File: src/rtl/compmul_pipe_if.sv
// ---------------------------------------------------------------------------
// compmul_pipe_if
//   Handshake and data bundle for the pipelined complex multiplier.
//   master : upstream/downstream environment (drives operands and i_ready)
//   slave  : the multiplier itself (drives o_ready and the result)
//   Signals:
//     i_valid, o_ready        input-side valid/ready handshake
//     i_conj_b                1 = multiply by conj(b), sampled with i_valid
//     i_a_re/im, i_b_re/im    signed operands
//     o_valid, i_ready        output-side valid/ready handshake
//     o_res_re/im, o_ovf      signed result and out-of-range flag
// ---------------------------------------------------------------------------
interface compmul_pipe_if #(
  parameter int DATA_WIDTH = 16
);
  logic                         i_valid;
  logic                         o_ready;
  logic                         i_conj_b;
  logic signed [DATA_WIDTH-1:0] i_a_re;
  logic signed [DATA_WIDTH-1:0] i_a_im;
  logic signed [DATA_WIDTH-1:0] i_b_re;
  logic signed [DATA_WIDTH-1:0] i_b_im;
  logic                         o_valid;
  logic                         i_ready;
  logic signed [DATA_WIDTH-1:0] o_res_re;
  logic signed [DATA_WIDTH-1:0] o_res_im;
  logic                         o_ovf;

  modport master (
    output i_valid, i_conj_b, i_a_re, i_a_im, i_b_re, i_b_im, i_ready,
    input  o_ready, o_valid, o_res_re, o_res_im, o_ovf
  );

  modport slave (
    input  i_valid, i_conj_b, i_a_re, i_a_im, i_b_re, i_b_im, i_ready,
    output o_ready, o_valid, o_res_re, o_res_im, o_ovf
  );
endinterface

File: src/rtl/compmul_pipe.sv
// ---------------------------------------------------------------------------
// compmul_pipe
//   Three-stage pipelined complex multiplier, res = a*b or a*conj(b), on
//   signed Q(INT_WIDTH).(FRAC_WIDTH) operands, using the 3-multiplier Gauss
//   form. Optional round-half-up and saturation, per-sample overflow flag,
//   valid/ready handshake with a global stall on backpressure.
//   Ports:
//     i_clk  rising-edge clock
//     i_rst  synchronous active-high reset
//     bus    compmul_pipe_if.slave (handshake, operands, result, o_ovf)
// ---------------------------------------------------------------------------
module compmul_pipe #(
  parameter int DATA_WIDTH = 16,
  parameter int FRAC_WIDTH = 12,
  parameter int INT_WIDTH  = 4,
  parameter bit ROUND_EN   = 1'b1,
  parameter bit SAT_EN     = 1'b1
) (
  input  logic          i_clk,
  input  logic          i_rst,
  compmul_pipe_if.slave bus
);

  localparam int W  = DATA_WIDTH;
  localparam int PW = 2 * W + 1;  // product width
  localparam int FW = 2 * W + 2;  // combined (full) width
  localparam logic signed [W-1:0] MAX_V = {1'b0, {(W-1){1'b1}}};
  localparam logic signed [W-1:0] MIN_V = {1'b1, {(W-1){1'b0}}};

  // Whole pipeline moves together; it stalls only when a result is waiting
  // and downstream refuses it.
  logic advance;
  assign advance     = !bus.o_valid || bus.i_ready;
  assign bus.o_ready = advance;

  // ---------------- stage 1: capture, optional conjugate ----------------
  logic signed [W-1:0] b_im_eff;
  logic                s1_valid;
  logic signed [W-1:0] s1_a_re, s1_a_im, s1_b_re, s1_b_im;

  // Negating the most negative value is not representable; clamp it.
  always_comb begin
    b_im_eff = bus.i_b_im;
    if (bus.i_conj_b)
      b_im_eff = (bus.i_b_im == MIN_V) ? MAX_V : -bus.i_b_im;
  end

  // ---------------- stage 2: three real products ----------------
  logic signed [W:0]    a_diff, b_diff, b_sum;
  logic signed [PW-1:0] z_n, p_n, q_n;
  logic                 s2_valid;
  logic signed [PW-1:0] s2_z, s2_p, s2_q;

  assign a_diff = {s1_a_re[W-1], s1_a_re} - {s1_a_im[W-1], s1_a_im};
  assign b_diff = {s1_b_re[W-1], s1_b_re} - {s1_b_im[W-1], s1_b_im};
  assign b_sum  = {s1_b_re[W-1], s1_b_re} + {s1_b_im[W-1], s1_b_im};

  // re = p + z = a_re*b_re - a_im*b_im ; im = q - z = a_re*b_im + a_im*b_re
  assign z_n = PW'(s1_b_re) * PW'(a_diff);
  assign p_n = PW'(s1_a_im) * PW'(b_diff);
  assign q_n = PW'(s1_a_re) * PW'(b_sum);

  // ---------------- stage 3: combine, round, range-limit ----------------
  logic signed [FW-1:0] full_re, full_im;
  logic [W:0]           re_sc, im_sc;  // {ovf, result}

  assign full_re = FW'(s2_p) + FW'(s2_z);
  assign full_im = FW'(s2_q) - FW'(s2_z);

  function automatic logic [W:0] scale(input logic signed [FW-1:0] full);
    logic signed [FW-1:0] rnd;
    logic signed [FW-1:0] sh;
    logic                 ovf;
    logic [W-1:0]         res;
    rnd = full;
    if (ROUND_EN) rnd = full + FW'(2 ** (FRAC_WIDTH - 1));
    sh  = rnd >>> FRAC_WIDTH;
    ovf = (sh > FW'(MAX_V)) || (sh < FW'(MIN_V));
    res = sh[W-1:0];  // wrap: keep the low bits
    if (SAT_EN && ovf) res = sh[FW-1] ? MIN_V : MAX_V;
    return {ovf, res};
  endfunction

  assign re_sc = scale(full_re);
  assign im_sc = scale(full_im);

  // NOTE: datapath registers carry no reset; their contents are don't-care
  // whenever the matching valid bit is low, so only control state is reset.
  always_ff @(posedge i_clk) begin
    if (advance) begin
      s1_a_re <= bus.i_a_re;
      s1_a_im <= bus.i_a_im;
      s1_b_re <= bus.i_b_re;
      s1_b_im <= b_im_eff;
      s2_z    <= z_n;
      s2_p    <= p_n;
      s2_q    <= q_n;
    end
  end

  // Valid chain and output register. The result only loads for a real
  // sample, so it holds its last value across bubbles.
  always_ff @(posedge i_clk) begin
    if (i_rst) begin
      s1_valid     <= 1'b0;
      s2_valid     <= 1'b0;
      bus.o_valid  <= 1'b0;
      bus.o_res_re <= '0;
      bus.o_res_im <= '0;
      bus.o_ovf    <= 1'b0;
    end else if (advance) begin
      s1_valid    <= bus.i_valid;
      s2_valid    <= s1_valid;
      bus.o_valid <= s2_valid;
      if (s2_valid) begin
        bus.o_res_re <= re_sc[W-1:0];
        bus.o_res_im <= im_sc[W-1:0];
        bus.o_ovf    <= re_sc[W] | im_sc[W];
      end
    end
  end

  // INT_WIDTH only documents the format; DATA_WIDTH is authoritative.
  logic unused_int_width;
  assign unused_int_width = (INT_WIDTH + FRAC_WIDTH) == DATA_WIDTH;

endmodule

File: src/flat_wrapper.sv
// flat-port wrapper written by rule: the top's interface ports become plain ports
module compmul_pipe_flat 
#(
  parameter int DATA_WIDTH = 16,
  parameter int FRAC_WIDTH = 12,
  parameter int INT_WIDTH  = 4,
  parameter bit ROUND_EN   = 1'b1,
  parameter bit SAT_EN     = 1'b1
)
  (i_clk, i_rst, bus_i_valid, bus_i_conj_b, bus_i_a_re, bus_i_a_im, bus_i_b_re, bus_i_b_im, bus_i_ready, bus_o_ready, bus_o_valid, bus_o_res_re, bus_o_res_im, bus_o_ovf);
  compmul_pipe_if #(.DATA_WIDTH(DATA_WIDTH)) bus_i ();
  input  logic i_clk;
  input  logic i_rst;
  input wire logic [$bits(bus_i.i_valid)-1:0] bus_i_valid;
  input wire logic [$bits(bus_i.i_conj_b)-1:0] bus_i_conj_b;
  input wire logic [$bits(bus_i.i_a_re)-1:0] bus_i_a_re;
  input wire logic [$bits(bus_i.i_a_im)-1:0] bus_i_a_im;
  input wire logic [$bits(bus_i.i_b_re)-1:0] bus_i_b_re;
  input wire logic [$bits(bus_i.i_b_im)-1:0] bus_i_b_im;
  input wire logic [$bits(bus_i.i_ready)-1:0] bus_i_ready;
  output wire logic [$bits(bus_i.o_ready)-1:0] bus_o_ready;
  output wire logic [$bits(bus_i.o_valid)-1:0] bus_o_valid;
  output wire logic [$bits(bus_i.o_res_re)-1:0] bus_o_res_re;
  output wire logic [$bits(bus_i.o_res_im)-1:0] bus_o_res_im;
  output wire logic [$bits(bus_i.o_ovf)-1:0] bus_o_ovf;
  assign bus_i.i_valid = bus_i_valid;
  assign bus_i.i_conj_b = bus_i_conj_b;
  assign bus_i.i_a_re = bus_i_a_re;
  assign bus_i.i_a_im = bus_i_a_im;
  assign bus_i.i_b_re = bus_i_b_re;
  assign bus_i.i_b_im = bus_i_b_im;
  assign bus_i.i_ready = bus_i_ready;
  assign bus_o_ready = bus_i.o_ready;
  assign bus_o_valid = bus_i.o_valid;
  assign bus_o_res_re = bus_i.o_res_re;
  assign bus_o_res_im = bus_i.o_res_im;
  assign bus_o_ovf = bus_i.o_ovf;
  compmul_pipe #(.DATA_WIDTH(DATA_WIDTH), .FRAC_WIDTH(FRAC_WIDTH), .INT_WIDTH(INT_WIDTH), .ROUND_EN(ROUND_EN), .SAT_EN(SAT_EN)) u_core (.i_clk(i_clk), .i_rst(i_rst), .bus(bus_i));
endmodule
File: config.mk
export PLATFORM = sky130hd
export DESIGN_NAME = compmul_pipe_flat
export DESIGN_NICKNAME = d
export VERILOG_FILES = /design/src/rtl/compmul_pipe_if.sv /design/src/rtl/compmul_pipe.sv /design/src/flat_wrapper.sv
export SDC_FILE = /design/constraint.sdc
export NUM_CORES = 2
export LEC_CHECK = 0
export ABC_AREA = 1
export ABC_CLOCK_PERIOD_IN_PS = 15780
export CAP_MARGIN = 20
export CORE_ASPECT_RATIO = 1.25
export CORE_UTILIZATION = 35
export CTS_BUF_LIST = sky130_fd_sc_hd__clkbuf_8
export DETAILED_ROUTE_END_ITERATION = 8
export DONT_BUFFER_PORTS = 1
export RECOVER_POWER = 100
export SETUP_SLACK_MARGIN = 0.1
export SLEW_MARGIN = 20
export SYNTH_ARGS = -nofsm -noshare
export SYNTH_HDL_FRONTEND = slang
export SYNTH_SLANG_ARGS = --single-unit
File: constraint.sdc
create_clock -name i_clk -period 15.78 [get_ports i_clk]
set_input_delay 3.156 -clock i_clk [delete_from_list [all_inputs] [get_ports i_clk]]
set_output_delay 3.156 -clock i_clk [all_outputs]
set_load 0.01 [all_outputs]
==> flow_summary_export.csv <==
group,metric,value,unit
run_status,run_status,"finished, violations left",
run_status,violations,"capacitance limit, slew limit",
place,placed_area,47200,µm²
die,rows,146,
worst_setup_path,startpoint_type,"register",
routing,drc,0,
sta,setup_ws,5570,ps
synth,synthFlopType,"edfxtp_1",
die,coreArea,127000,µm²
cts,clock_latency,650,ps
routing,routed_via_density,4.86,
synth,synth.area.mux_share,0,
synth,yosys.area_share.simple,0.174,
synth,synth-seq-cells,199,
worst_setup_path,rr_startpoint,"u_core.s1_b_re[0]",
sta,fin_crit_sh,0.647,
routing,routed_wl,137000,µm
place,hpwl,117000,µm
sta,setup_tns,0,ps
sta,finalHoldViolations,0,
cts,cts_tree,"yes",
synth,synth_area_per_cell,8.26,µm²
routing,drt_iter0_drc,2398,
sta,post-route-min-period,10210,ps
worst_setup_path,arrival,10600,ps
finish,area_growth,5.26,%
cts,htreeDepth,4,
synth,synth_edf_count,163,
cts,cts_setup_buffers,0,
synth,syn_inst,5457,
finish,fillers,13300,
grt,grt_pass1_wl,214000,µm
die,die_area,130000,µm²
synth,yosys_warnings,0,
sta,fmax,97.9,MHz
synth,synthArstFlopShare,0,
routing,num_vias,34700,
worst_setup_path,r2r-end,"u_core.s2_p[32]",
cts,root_buffer,"clkbuf_8",
grt,grt_use_total,0.218,
worst_setup_path,reg2reg_slack,5570,ps
worst_setup_path,r2r_cells,35,
die,ios,104,
finish,finish.utilization,0.373,
cts,cts-resized-gates,0,
sta,worst_pin_slew,4250,ps
worst_setup_path,cp_slowest_stage_delay,660,ps
cts,holdBufCountCts,0,
synth,synth_top_family_by_area,"adder cells",
finish,fin_area,47500,µm²
worst_setup_path,crit_slowest_cell,"clkinv_1",
cts,clockBufferDepth,2,
die,die-height,403,µm
worst_setup_path,worst_ep_required_time,16160,ps
die,fp.dieW,323,µm
routing,wl_per_cell,19.2,µm
cts,numCtsBuffers,17,
place,pre_cts_ws,6470,ps
grt,grt_max_degree,66,
synth,ys_types,62,
synth,seq_area_frac_synth,0.125,
worst_hold_path,hp-class,"register to register",
job,maxCapViolCount,6,
worst_setup_path,worstSetupPathType,"register to register",
finish,final_common_cell,"inv_1",
worst_hold_path,holdPathEnd,"u_core.s1_valid",
worst_setup_path,critPathTopFamily,"adder cells",
sta,setup_violations,0,
worst_setup_path,crit_buf_inv,5,
finish,drive_above_1_share,0.0383,
synth,synth_area,45100,µm²
sta,fin_skew,27.9,ps
sta,rsz0062_at_grt,"no",
worst_hold_path,worst_hold_startpoint,"u_core.s1_valid",
place,numPortBuffers,0,
die,start_util,0.354,
worst_setup_path,critPathCaptureType,"register",
synth,synthesis.nets,6784,
worst_setup_path,cp_common_cell,"nand2_1",
grt,gr-total-overflow,0,
cts,clk_pin_slew,130,ps
finish,layout.nets,6749,
grt,antenna_found_initial,14,
synth,synthXorXnorAreaFrac,0.0322,
cts,clkSinkCount,199,
grt,grt_pass1_vias,36800,
routing,antenna_left,0,
worst_hold_path,whs_path_depth,2,
place,place.gp.congestion,0.972,
sta,slew_violations,216,
worst_setup_path,path_max_fanout,18,
routing,first_pass_iters,9,
finish,layout_common_cells,"1354 x inv_1, 1049 x nand2_1, 831 x fa_1",
synth,synth_compound_area_frac,0.0573,
synth,synth-adder-area-share,0.487,
sta,maxSlewHeadroom,-1.84,
-- synth_stat cells, drive strengths merged, types with 2 or more instances --
cell type / instances / share of area
a211oi: 5 / 0.00083
a21boi: 10 / 0.0017
a21o: 15 / 0.0025
a21oi: 231 / 0.028
a31oi: 14 / 0.0019
and2: 2 / 0.00028
and3: 4 / 0.00055
buf: 16 / 0.0028
clkbuf: 75 / 0.0062
clkinv: 12 / 0.0010
dfxtp: 36 / 0.016
edfxtp: 163 / 0.11
fa: 831 / 0.37
ha: 427 / 0.12
inv: 1371 / 0.11
nand2: 1099 / 0.095
nand3: 110 / 0.013
nand3b: 8 / 0.0013
nand4: 11 / 0.0015
nor2: 608 / 0.053
nor3: 40 / 0.0048
nor3b: 2 / 0.00033
nor4: 8 / 0.0014
o211ai: 7 / 0.0014
o21a: 9 / 0.0015
o21ai: 118 / 0.013
o21bai: 17 / 0.0028
o31ai: 10 / 0.0017
or2: 27 / 0.0037
xnor2: 67 / 0.013
xor2: 96 / 0.019
-- per-stage QoR --
| stage | hold WS [ps] | instances |
|---|---|---|
| after floorplan | 450 | 5457 |
| after global placement | 466 | 7105 |
| after detailed placement | 470 | 7105 |
| after CTS | 495 | 7137 |
| after global routing | 521 | 7139 |
| final | 496 | 7140 |
-- cell type report --
type	instances	area, µm²	area share
Clock inverter	15	173	0.00364
Sequential cell	199	5620	0.118
Inverter	1383	5190	0.109
Timing Repair Buffer	37	251	0.00530
Antenna cell	3	7.51	0.000158
Clock buffer	17	234	0.00493
Tap cell	1702	2130	0.0449
Multi-Input combinational cell	3784	33900	0.713
-- logic make-up (layout without fill, tap and decap cells) --
kind of cell / Yosys count / in the layout
AND/OR/NAND/NOR: 1920 / 1920
adder cells (fa/ha/maj): 1258 / 1258
other: 0 / 3
buffers and inverters: 1474 / 1452
flip-flops: 199 / 199
XOR/XNOR: 163 / 163
AO/OA/AOI/OAI: 443 / 443
-- worst max-delay path by stage --
stage	slack (ps)	to	startpoint	cells past startpoint
after floorplan	6150	bus_o_ready	bus_i_ready	2
after global placement	6420	u_core.s2_p[32]	u_core.s1_b_re[0]	35
after detailed placement	6470	u_core.s2_p[32]	u_core.s1_b_re[0]	35
after CTS	6390	u_core.s2_p[32]	u_core.s1_b_re[0]	35
after global routing	5010	u_core.s2_p[32]	u_core.s1_b_re[0]	35
final	5570	u_core.s2_p[32]	u_core.s1_b_re[0]	35
-- state kept, by name (all words and copies together), names as in the netlist --
signal / flops
u_core.s1_b_im: 16
u_core.s2_q: 33
u_core.s1_b_re: 16
u_core.s2_valid: 1
u_core.s2_p: 33
u_core.bus.o_res_re: 16
u_core.s1_a_re: 16
u_core.bus.o_ovf: 1
u_core.s1_a_im: 16
u_core.s1_valid: 1
u_core.bus.o_res_im: 16
u_core.bus.o_valid: 1
u_core.s2_z: 33
-- worst register-to-register path: cells and delay by family, from the launching register on --
family,cells,cell delay (ps)
AO/OA/AOI/OAI,10,2330
adder cells (fa/ha/maj),9,4420
buffers and inverters,5,1260
flip-flops,1,400
AND/OR/NAND/NOR,11,1560
-- per-layer routing --
| layer | part of all wire | vias up | track usage |
|---|---|---|---|
| li1 | - | 16200 | - |
| met1 | 0.42 | 17100 | 0.275 |
| met2 | 0.47 | 1102 | 0.363 |
| met3 | 0.062 | 268 | 0.0357 |
| met4 | 0.050 | 16 | 0.101 |
| met5 | 0.00074 | - | 0 |
Power is not shown: default switching activity piles up to over one toggle a cycle in this logic, so the estimate is an artifact.
